<file path="config.mk">
export PLATFORM = sky130hd
export DESIGN_NAME = letc_core_limp_arbiter_flat
export DESIGN_NICKNAME = d
export VERILOG_FILES = /design/src/rtl/letc_core_pkg.sv /design/src/rtl/letc_core_limp_if.sv /design/src/rtl/letc_core_limp_arbiter.sv /design/src/flat_wrapper.sv
export SDC_FILE = /design/constraint.sdc
export NUM_CORES = 1
export LEC_CHECK = 0
export ABC_AREA = 1
export BUFFER_PORTS_ARGS = -buffer_cell sky130_fd_sc_hd__buf_4
export CELL_PAD_IN_SITES_DETAIL_PLACEMENT = 1
export CELL_PAD_IN_SITES_GLOBAL_PLACEMENT = 2
export CORE_MARGIN = 1
export CORE_UTILIZATION = 11
export CTS_CLUSTER_DIAMETER = 30
export CTS_CLUSTER_SIZE = 28
export DETAILED_ROUTE_END_ITERATION = 12
export PLACE_DENSITY = 0.85
export SYNTH_ARGS = -nofsm -noshare
export SYNTH_HDL_FRONTEND = slang
export SYNTH_SLANG_ARGS = --single-unit
</file>
<file path="constraint.sdc">
create_clock -name i_clk -period 2.71 [get_ports i_clk]
set_clock_uncertainty 0.2 [all_clocks]
set_input_delay 0.1355 -clock i_clk [delete_from_list [all_inputs] [get_ports i_clk]]
set_output_delay 0.1355 -clock i_clk [all_outputs]
set_load 0.1 [all_outputs]
</file>
<file path="src/rtl/letc_core_pkg.sv">
// Shared LETC core types: LIMP payload types and the LIMP arbiter state encoding.
package letc_core_pkg;

  localparam int PADDR_W = 32;
  localparam int WORD_W  = 32;

  typedef logic [PADDR_W-1:0] paddr_t;
  typedef logic [WORD_W-1:0]  word_t;

  typedef enum logic [1:0] {
    SIZE_BYTE     = 2'b00,
    SIZE_HALFWORD = 2'b01,
    SIZE_WORD     = 2'b10
  } size_e;

  typedef enum logic [1:0] {
    IDLE    = 2'd0,
    GRANT_I = 2'd1,
    GRANT_D = 2'd2
  } limp_arb_state_e;

endpackage

</file>
<file path="src/rtl/letc_core_limp_if.sv">
// LIMP valid/ready request channel between a cache (requestor) and its servicer.
interface letc_core_limp_if;
  import letc_core_pkg::*;

  logic   valid;
  logic   ready;
  logic   wen_nren;
  logic   uncacheable;
  size_e  size;
  paddr_t addr;
  word_t  wdata;
  word_t  rdata;

  modport requestor (
    output valid, wen_nren, uncacheable, size, addr, wdata,
    input  ready, rdata
  );

  modport servicer (
    input  valid, wen_nren, uncacheable, size, addr, wdata,
    output ready, rdata
  );

endinterface

</file>
<file path="src/rtl/letc_core_limp_arbiter.sv">
// Round-robin arbiter sharing the AXI FSM LIMP port between icache (0) and dcache (1),
// with a per-owner quantum so line refills stream without interleaving.
module letc_core_limp_arbiter
  import letc_core_pkg::*;
#(
  parameter int QUANTUM = 4
) (
  input  logic              i_clk,
  input  logic              i_rst,
  letc_core_limp_if.servicer icache_limp,
  letc_core_limp_if.servicer dcache_limp,
  letc_core_limp_if.requestor axi_fsm_limp,
  output logic              o_owner,
  output logic              o_busy
);

  localparam int                CNT_W     = $clog2(QUANTUM + 1);
  localparam logic [CNT_W-1:0]  QUANT_CNT = CNT_W'(QUANTUM);
  localparam logic [CNT_W:0]    QUANT_EXT = (CNT_W + 1)'(QUANTUM);

  limp_arb_state_e  state, state_n;
  logic             prio, prio_n;
  logic [CNT_W-1:0] cnt, cnt_n;

  logic owner;
  logic own_valid;
  logic oth_valid;
  logic hs;
  logic quantum_done;

  function automatic logic [CNT_W-1:0] sat_inc(input logic [CNT_W-1:0] c);
    return (c == QUANT_CNT) ? c : c + 1'b1;
  endfunction

  function automatic limp_arb_state_e grant_of(input logic port);
    return port ? GRANT_D : GRANT_I;
  endfunction

  // Next-state: decisions depend on downstream ready, but downstream valid never does.
  always_comb begin
    state_n      = state;
    prio_n       = prio;
    cnt_n        = cnt;
    owner        = (state == GRANT_D);
    own_valid    = owner ? dcache_limp.valid : icache_limp.valid;
    oth_valid    = owner ? icache_limp.valid : dcache_limp.valid;
    hs           = 1'b0;
    quantum_done = 1'b0;

    unique case (state)
      IDLE: begin
        if (icache_limp.valid && dcache_limp.valid) begin
          state_n = grant_of(prio);
          cnt_n   = '0;
        end else if (icache_limp.valid) begin
          state_n = GRANT_I;
          cnt_n   = '0;
        end else if (dcache_limp.valid) begin
          state_n = GRANT_D;
          cnt_n   = '0;
        end
      end

      GRANT_I, GRANT_D: begin
        hs           = own_valid && axi_fsm_limp.ready;
        quantum_done = ({1'b0, cnt} + {{CNT_W{1'b0}}, 1'b1}) >= QUANT_EXT;
        if (hs && quantum_done && oth_valid) begin
          state_n = grant_of(~owner);
          prio_n  = ~owner;
          cnt_n   = '0;
        end else if (!own_valid && oth_valid) begin
          state_n = grant_of(~owner);
          prio_n  = ~owner;
          cnt_n   = '0;
        end else if (!own_valid) begin
          state_n = IDLE;
          prio_n  = ~owner;
        end else if (hs) begin
          cnt_n = sat_inc(cnt);
        end
      end

      default: begin
        state_n = IDLE;
      end
    endcase
  end

  always_ff @(posedge i_clk) begin
    if (i_rst) begin
      state <= IDLE;
      prio  <= 1'b1;
      cnt   <= '0;
    end else begin
      state <= state_n;
      prio  <= prio_n;
      cnt   <= cnt_n;
    end
  end

  // Payload mux: the owner sees the downstream port, the non-owner sees all zeros.
  always_comb begin
    axi_fsm_limp.valid       = 1'b0;
    axi_fsm_limp.wen_nren    = 1'b0;
    axi_fsm_limp.uncacheable = 1'b0;
    axi_fsm_limp.size        = SIZE_BYTE;
    axi_fsm_limp.addr        = '0;
    axi_fsm_limp.wdata       = '0;
    icache_limp.ready        = 1'b0;
    icache_limp.rdata        = '0;
    dcache_limp.ready        = 1'b0;
    dcache_limp.rdata        = '0;

    unique case (state)
      GRANT_I: begin
        axi_fsm_limp.valid       = icache_limp.valid;
        axi_fsm_limp.wen_nren    = icache_limp.wen_nren;
        axi_fsm_limp.uncacheable = icache_limp.uncacheable;
        axi_fsm_limp.size        = icache_limp.size;
        axi_fsm_limp.addr        = icache_limp.addr;
        axi_fsm_limp.wdata       = icache_limp.wdata;
        icache_limp.ready        = axi_fsm_limp.ready;
        icache_limp.rdata        = axi_fsm_limp.rdata;
      end
      GRANT_D: begin
        axi_fsm_limp.valid       = dcache_limp.valid;
        axi_fsm_limp.wen_nren    = dcache_limp.wen_nren;
        axi_fsm_limp.uncacheable = dcache_limp.uncacheable;
        axi_fsm_limp.size        = dcache_limp.size;
        axi_fsm_limp.addr        = dcache_limp.addr;
        axi_fsm_limp.wdata       = dcache_limp.wdata;
        dcache_limp.ready        = axi_fsm_limp.ready;
        dcache_limp.rdata        = axi_fsm_limp.rdata;
      end
      default: begin
      end
    endcase
  end

  assign o_busy  = (state != IDLE);
  assign o_owner = (state == GRANT_D);

endmodule

</file>
<file path="src/flat_wrapper.sv">
// flat-port wrapper written by rule: the top's interface ports become plain ports
module letc_core_limp_arbiter_flat import letc_core_pkg::*;
#(
  parameter int QUANTUM = 4
)
  (i_clk, i_rst, o_owner, o_busy, icache_limp_valid, icache_limp_wen_nren, icache_limp_uncacheable, icache_limp_size, icache_limp_addr, icache_limp_wdata, icache_limp_ready, icache_limp_rdata, dcache_limp_valid, dcache_limp_wen_nren, dcache_limp_uncacheable, dcache_limp_size, dcache_limp_addr, dcache_limp_wdata, dcache_limp_ready, dcache_limp_rdata, axi_fsm_limp_valid, axi_fsm_limp_wen_nren, axi_fsm_limp_uncacheable, axi_fsm_limp_size, axi_fsm_limp_addr, axi_fsm_limp_wdata, axi_fsm_limp_ready, axi_fsm_limp_rdata);
  letc_core_limp_if icache_limp_i ();
  letc_core_limp_if dcache_limp_i ();
  letc_core_limp_if axi_fsm_limp_i ();
  input  logic i_clk;
  input  logic i_rst;
  output logic o_owner;
  output logic o_busy;
  input wire logic [$bits(icache_limp_i.valid)-1:0] icache_limp_valid;
  input wire logic [$bits(icache_limp_i.wen_nren)-1:0] icache_limp_wen_nren;
  input wire logic [$bits(icache_limp_i.uncacheable)-1:0] icache_limp_uncacheable;
  input wire logic [$bits(icache_limp_i.size)-1:0] icache_limp_size;
  input wire logic [$bits(icache_limp_i.addr)-1:0] icache_limp_addr;
  input wire logic [$bits(icache_limp_i.wdata)-1:0] icache_limp_wdata;
  output wire logic [$bits(icache_limp_i.ready)-1:0] icache_limp_ready;
  output wire logic [$bits(icache_limp_i.rdata)-1:0] icache_limp_rdata;
  input wire logic [$bits(dcache_limp_i.valid)-1:0] dcache_limp_valid;
  input wire logic [$bits(dcache_limp_i.wen_nren)-1:0] dcache_limp_wen_nren;
  input wire logic [$bits(dcache_limp_i.uncacheable)-1:0] dcache_limp_uncacheable;
  input wire logic [$bits(dcache_limp_i.size)-1:0] dcache_limp_size;
  input wire logic [$bits(dcache_limp_i.addr)-1:0] dcache_limp_addr;
  input wire logic [$bits(dcache_limp_i.wdata)-1:0] dcache_limp_wdata;
  output wire logic [$bits(dcache_limp_i.ready)-1:0] dcache_limp_ready;
  output wire logic [$bits(dcache_limp_i.rdata)-1:0] dcache_limp_rdata;
  output wire logic [$bits(axi_fsm_limp_i.valid)-1:0] axi_fsm_limp_valid;
  output wire logic [$bits(axi_fsm_limp_i.wen_nren)-1:0] axi_fsm_limp_wen_nren;
  output wire logic [$bits(axi_fsm_limp_i.uncacheable)-1:0] axi_fsm_limp_uncacheable;
  output wire logic [$bits(axi_fsm_limp_i.size)-1:0] axi_fsm_limp_size;
  output wire logic [$bits(axi_fsm_limp_i.addr)-1:0] axi_fsm_limp_addr;
  output wire logic [$bits(axi_fsm_limp_i.wdata)-1:0] axi_fsm_limp_wdata;
  input wire logic [$bits(axi_fsm_limp_i.ready)-1:0] axi_fsm_limp_ready;
  input wire logic [$bits(axi_fsm_limp_i.rdata)-1:0] axi_fsm_limp_rdata;
  assign icache_limp_i.valid = icache_limp_valid;
  assign icache_limp_i.wen_nren = icache_limp_wen_nren;
  assign icache_limp_i.uncacheable = icache_limp_uncacheable;
  assign icache_limp_i.size = icache_limp_size;
  assign icache_limp_i.addr = icache_limp_addr;
  assign icache_limp_i.wdata = icache_limp_wdata;
  assign icache_limp_ready = icache_limp_i.ready;
  assign icache_limp_rdata = icache_limp_i.rdata;
  assign dcache_limp_i.valid = dcache_limp_valid;
  assign dcache_limp_i.wen_nren = dcache_limp_wen_nren;
  assign dcache_limp_i.uncacheable = dcache_limp_uncacheable;
  assign dcache_limp_i.size = dcache_limp_size;
  assign dcache_limp_i.addr = dcache_limp_addr;
  assign dcache_limp_i.wdata = dcache_limp_wdata;
  assign dcache_limp_ready = dcache_limp_i.ready;
  assign dcache_limp_rdata = dcache_limp_i.rdata;
  assign axi_fsm_limp_valid = axi_fsm_limp_i.valid;
  assign axi_fsm_limp_wen_nren = axi_fsm_limp_i.wen_nren;
  assign axi_fsm_limp_uncacheable = axi_fsm_limp_i.uncacheable;
  assign axi_fsm_limp_size = axi_fsm_limp_i.size;
  assign axi_fsm_limp_addr = axi_fsm_limp_i.addr;
  assign axi_fsm_limp_wdata = axi_fsm_limp_i.wdata;
  assign axi_fsm_limp_i.ready = axi_fsm_limp_ready;
  assign axi_fsm_limp_i.rdata = axi_fsm_limp_rdata;
  letc_core_limp_arbiter #(.QUANTUM(QUANTUM)) u_core (.i_clk(i_clk), .i_rst(i_rst), .icache_limp(icache_limp_i), .dcache_limp(dcache_limp_i), .axi_fsm_limp(axi_fsm_limp_i), .o_owner(o_owner), .o_busy(o_busy));
endmodule
</file>
==> results.yml <==
power_and_ir_drop:
  p_per_area_mw_per_mm2: 1120
  ir_drop_mv: 0.402
  leakagePower_uw: 0.00299
clock_tree:
  cts_buffer_depth: 2
  clkTransAtPathRegs_ns: 0.03
  cts_root_buf: "clkbuf_16"
  tritoncts: "yes"
  htree_levels: 1
  numCtsBuffers: 3
  cts_setup_buffers: 0
  clk_latency_ns: 0.23
  cts.sinks: 6
routing:
  totalWireLength_um: 11600
  drc: 0
  met2_wirelength_um: 5840
  first_pass_iters: 4
  route.vias.total: 3402
  top_layer_used: "met4"
  m1WireLength_um: 4430
  route.met3.wl_um: 1210
  wire_per_inst_um: 13.9
  via_per_inst: 4.08
  drtAntennaViolNets: 0
  drt_iter0_markers: 97
flow_run:
  maxCapViolCount: 0
timing:
  hold_slack_ns: 0.155
  setup_viol: 0
  fin_crit_sh: 0.932
  hold_viol: 0
  min_period_ns: 2.52
  maxSlewViolCount: 0
  slew_headroom: 0.641
  setup_tns_ns: 0
  rsz0062_at_grt: "no"
  worstMarginPinSlew_ns: 0.539
  fmax_ghz: 0.396
die:
  coreArea_mm2: 0.0166
  io_pins: 310
  die_area_mm2: 0.0175
  dieHeight_um: 132
  rows: 47
  start_util: 0.112
  die_w_um: 132
logic_synthesis:
  synth_mux_area_frac: 0
  synth_top_area_frac: 0.365
  ys_types: 24
  yosys_warnings: 0
  synth_most_common_cell: "nand2_1"
  yosys.area.top_type: "a32o_1"
  synth_nets: 501
  yosys-top-cells-count: "nand2_1 (95), inv_1 (84), a32o_1 (68)"
  synth_compound_area_frac: 0.396
  syn-mean-instance-area_um2: 5.79
  synthArstFlopShare: 0
  netlist_area_mm2: 0.00186
  synthXorXnorAreaFrac: 0
  ys.flop_type: "dfxtp_1"
  ys_seq_area_frac: 0.0645
  syn_inst: 322
  synth_top_family_by_area: "compound AO/OA/AOI/OAI gates"
  synthSimpleGateAreaFrac: 0.254
  synthTopCellsByArea: "a32o_1 (37%), nand2_1 (19%), inv_1 (17%)"
  synth_edf_count: 0
  ys_seq_elements: 6
  synth_adder_area_share: 0.0403
setup_path:
  worst_ep_arrival_time_ns: 2.19
  endpoint_kind: "primary output"
  worstPathMaxFanout: 42
  crit_type: "flop to primary output"
  max_stage_delay_ns: 0.40
  worst_setup_path_start_kind: "flop"
  crit_family: "buffers and inverters"
  cpMaxStageDelayCell: "dfxtp_1"
  crit_top_cell: "buf_4"
  cp.required_ns: 2.37
  cp_num_buf_inv: 4
  path_cells: "inv_1, ha_2, nand2_1, inv_2, buf_4, a32o_1, buf_4"
finish:
  fill_cells: 2106
  fin_cells: 834
  final_core_util: 0.275
  nets: 795
  drive_gt1_frac: 0.599
  area_growth_pct: 145
  antenna_cells: 0
global_route:
  grt_pass1_wl_um: 17300
  grt-ovfl-total: 0
  grt_max_degree: 50
  first_global_vias: 3353
  grt_use_total: 0.122
  antenna_found_initial: 0
place:
  gp_congestion: 0.727
  dp.cells: 830
  dp_hpwl_um: 9590
  portBuffers: 309
worst_hold_path:
  min_path_type: "input pin to flop"
run_status:
  status: "finished clean"
worst reg2reg max path: stages (launching register included):
cell and delay [ns]:
dfxtp_1 0.40, inv_1 0.09, ha_2 0.34, buf_4 0.46, nand2_1 0.12, a31oi_1 0.29, nand2_1 0.09, nand2_1 0.08
nand2_1 0.05, inv_1 0.04
final cells by class:
class	instances	area [um^2]	area share
clock buffer	3	75.1	0.0164
inverter	87	327	0.0715
multi-input combinational	199	1350	0.295
sequential	6	120	0.0263
tap	220	275	0.0603
timing repair buffer	319	2420	0.531
power breakdown:
group          internal (uW)  leakage [uW]  switching, uW
Sequential               126     0.0000494           32.6
Combinational           1020       0.00290           3700
Clock                    189     0.0000370           50.4
Total                   1340       0.00299           3780
final timing paths:
check	cells after the start	slack [ns]	end	startpoint
setup / recovery	7	0.19	axi_fsm_limp_wdata[4]	u_core.state[0]
hold / removal	6	0.16	u_core.state[0]	dcache_limp_valid
setup reg to reg	9	0.49	u_core.cnt[2]	u_core.state[0]
hold reg to reg	2	0.30	u_core.prio	u_core.prio
sequential cells by signal (all words and copies together), names as in the netlist:
signal        cells
u_core.prio       1
u_core.cnt        3
u_core.state      2
stage by stage:
stage	power [uW]	instance area (um^2)	setup WS, ns
finish	5120	4560	0.185
global route	5350	4560	0.0638
CTS	5160	4560	0.185
detailed placement	4900	4480	0.437
global placement	4900	4480	0.457
floorplan	3840	1910	0.0570
repair_timing:
action / in CTS / in global routing
resized for setup: 0 / 0
hold endpoints to repair: 3 / 0
endpoints found under the setup margin: 0 / 0
hold buffers: 1 / 0
layer usage:
metal | vias to the layer above | GRT usage
met1 | 1510 | 0.140
met2 | 214 | 0.228
met3 | 10 | 0.0277
met4 | 0 | 0.0297
met5 | - | 0
li1 | 1668 | -
layout by cell type, fill, tap and decap left out, types with 2 or more instances in the layout:
cell	n
ha_1	3
inv_2	3
inv_1	84
clkbuf_16	3
buf_4	316
nor2_1	4
buf_12	2
nand3_2	2
dfxtp_1	6
o21ai_2	2
a21oi_1	6
ha_2	2
nand2_2	5
nand3_1	5
a32o_1	38
nand2_1	95
a32o_2	30
kinds of logic (layout without fill, tap and decap cells):
kind of cell,count (synthesis),count (layout)
AOI/OAI and AO/OA,78,78
adders and majority gates,6,6
buffers and inverters,117,409
DFF,6,6
and+or+nand+nor,115,115
(Power assumes the default switching activity.)
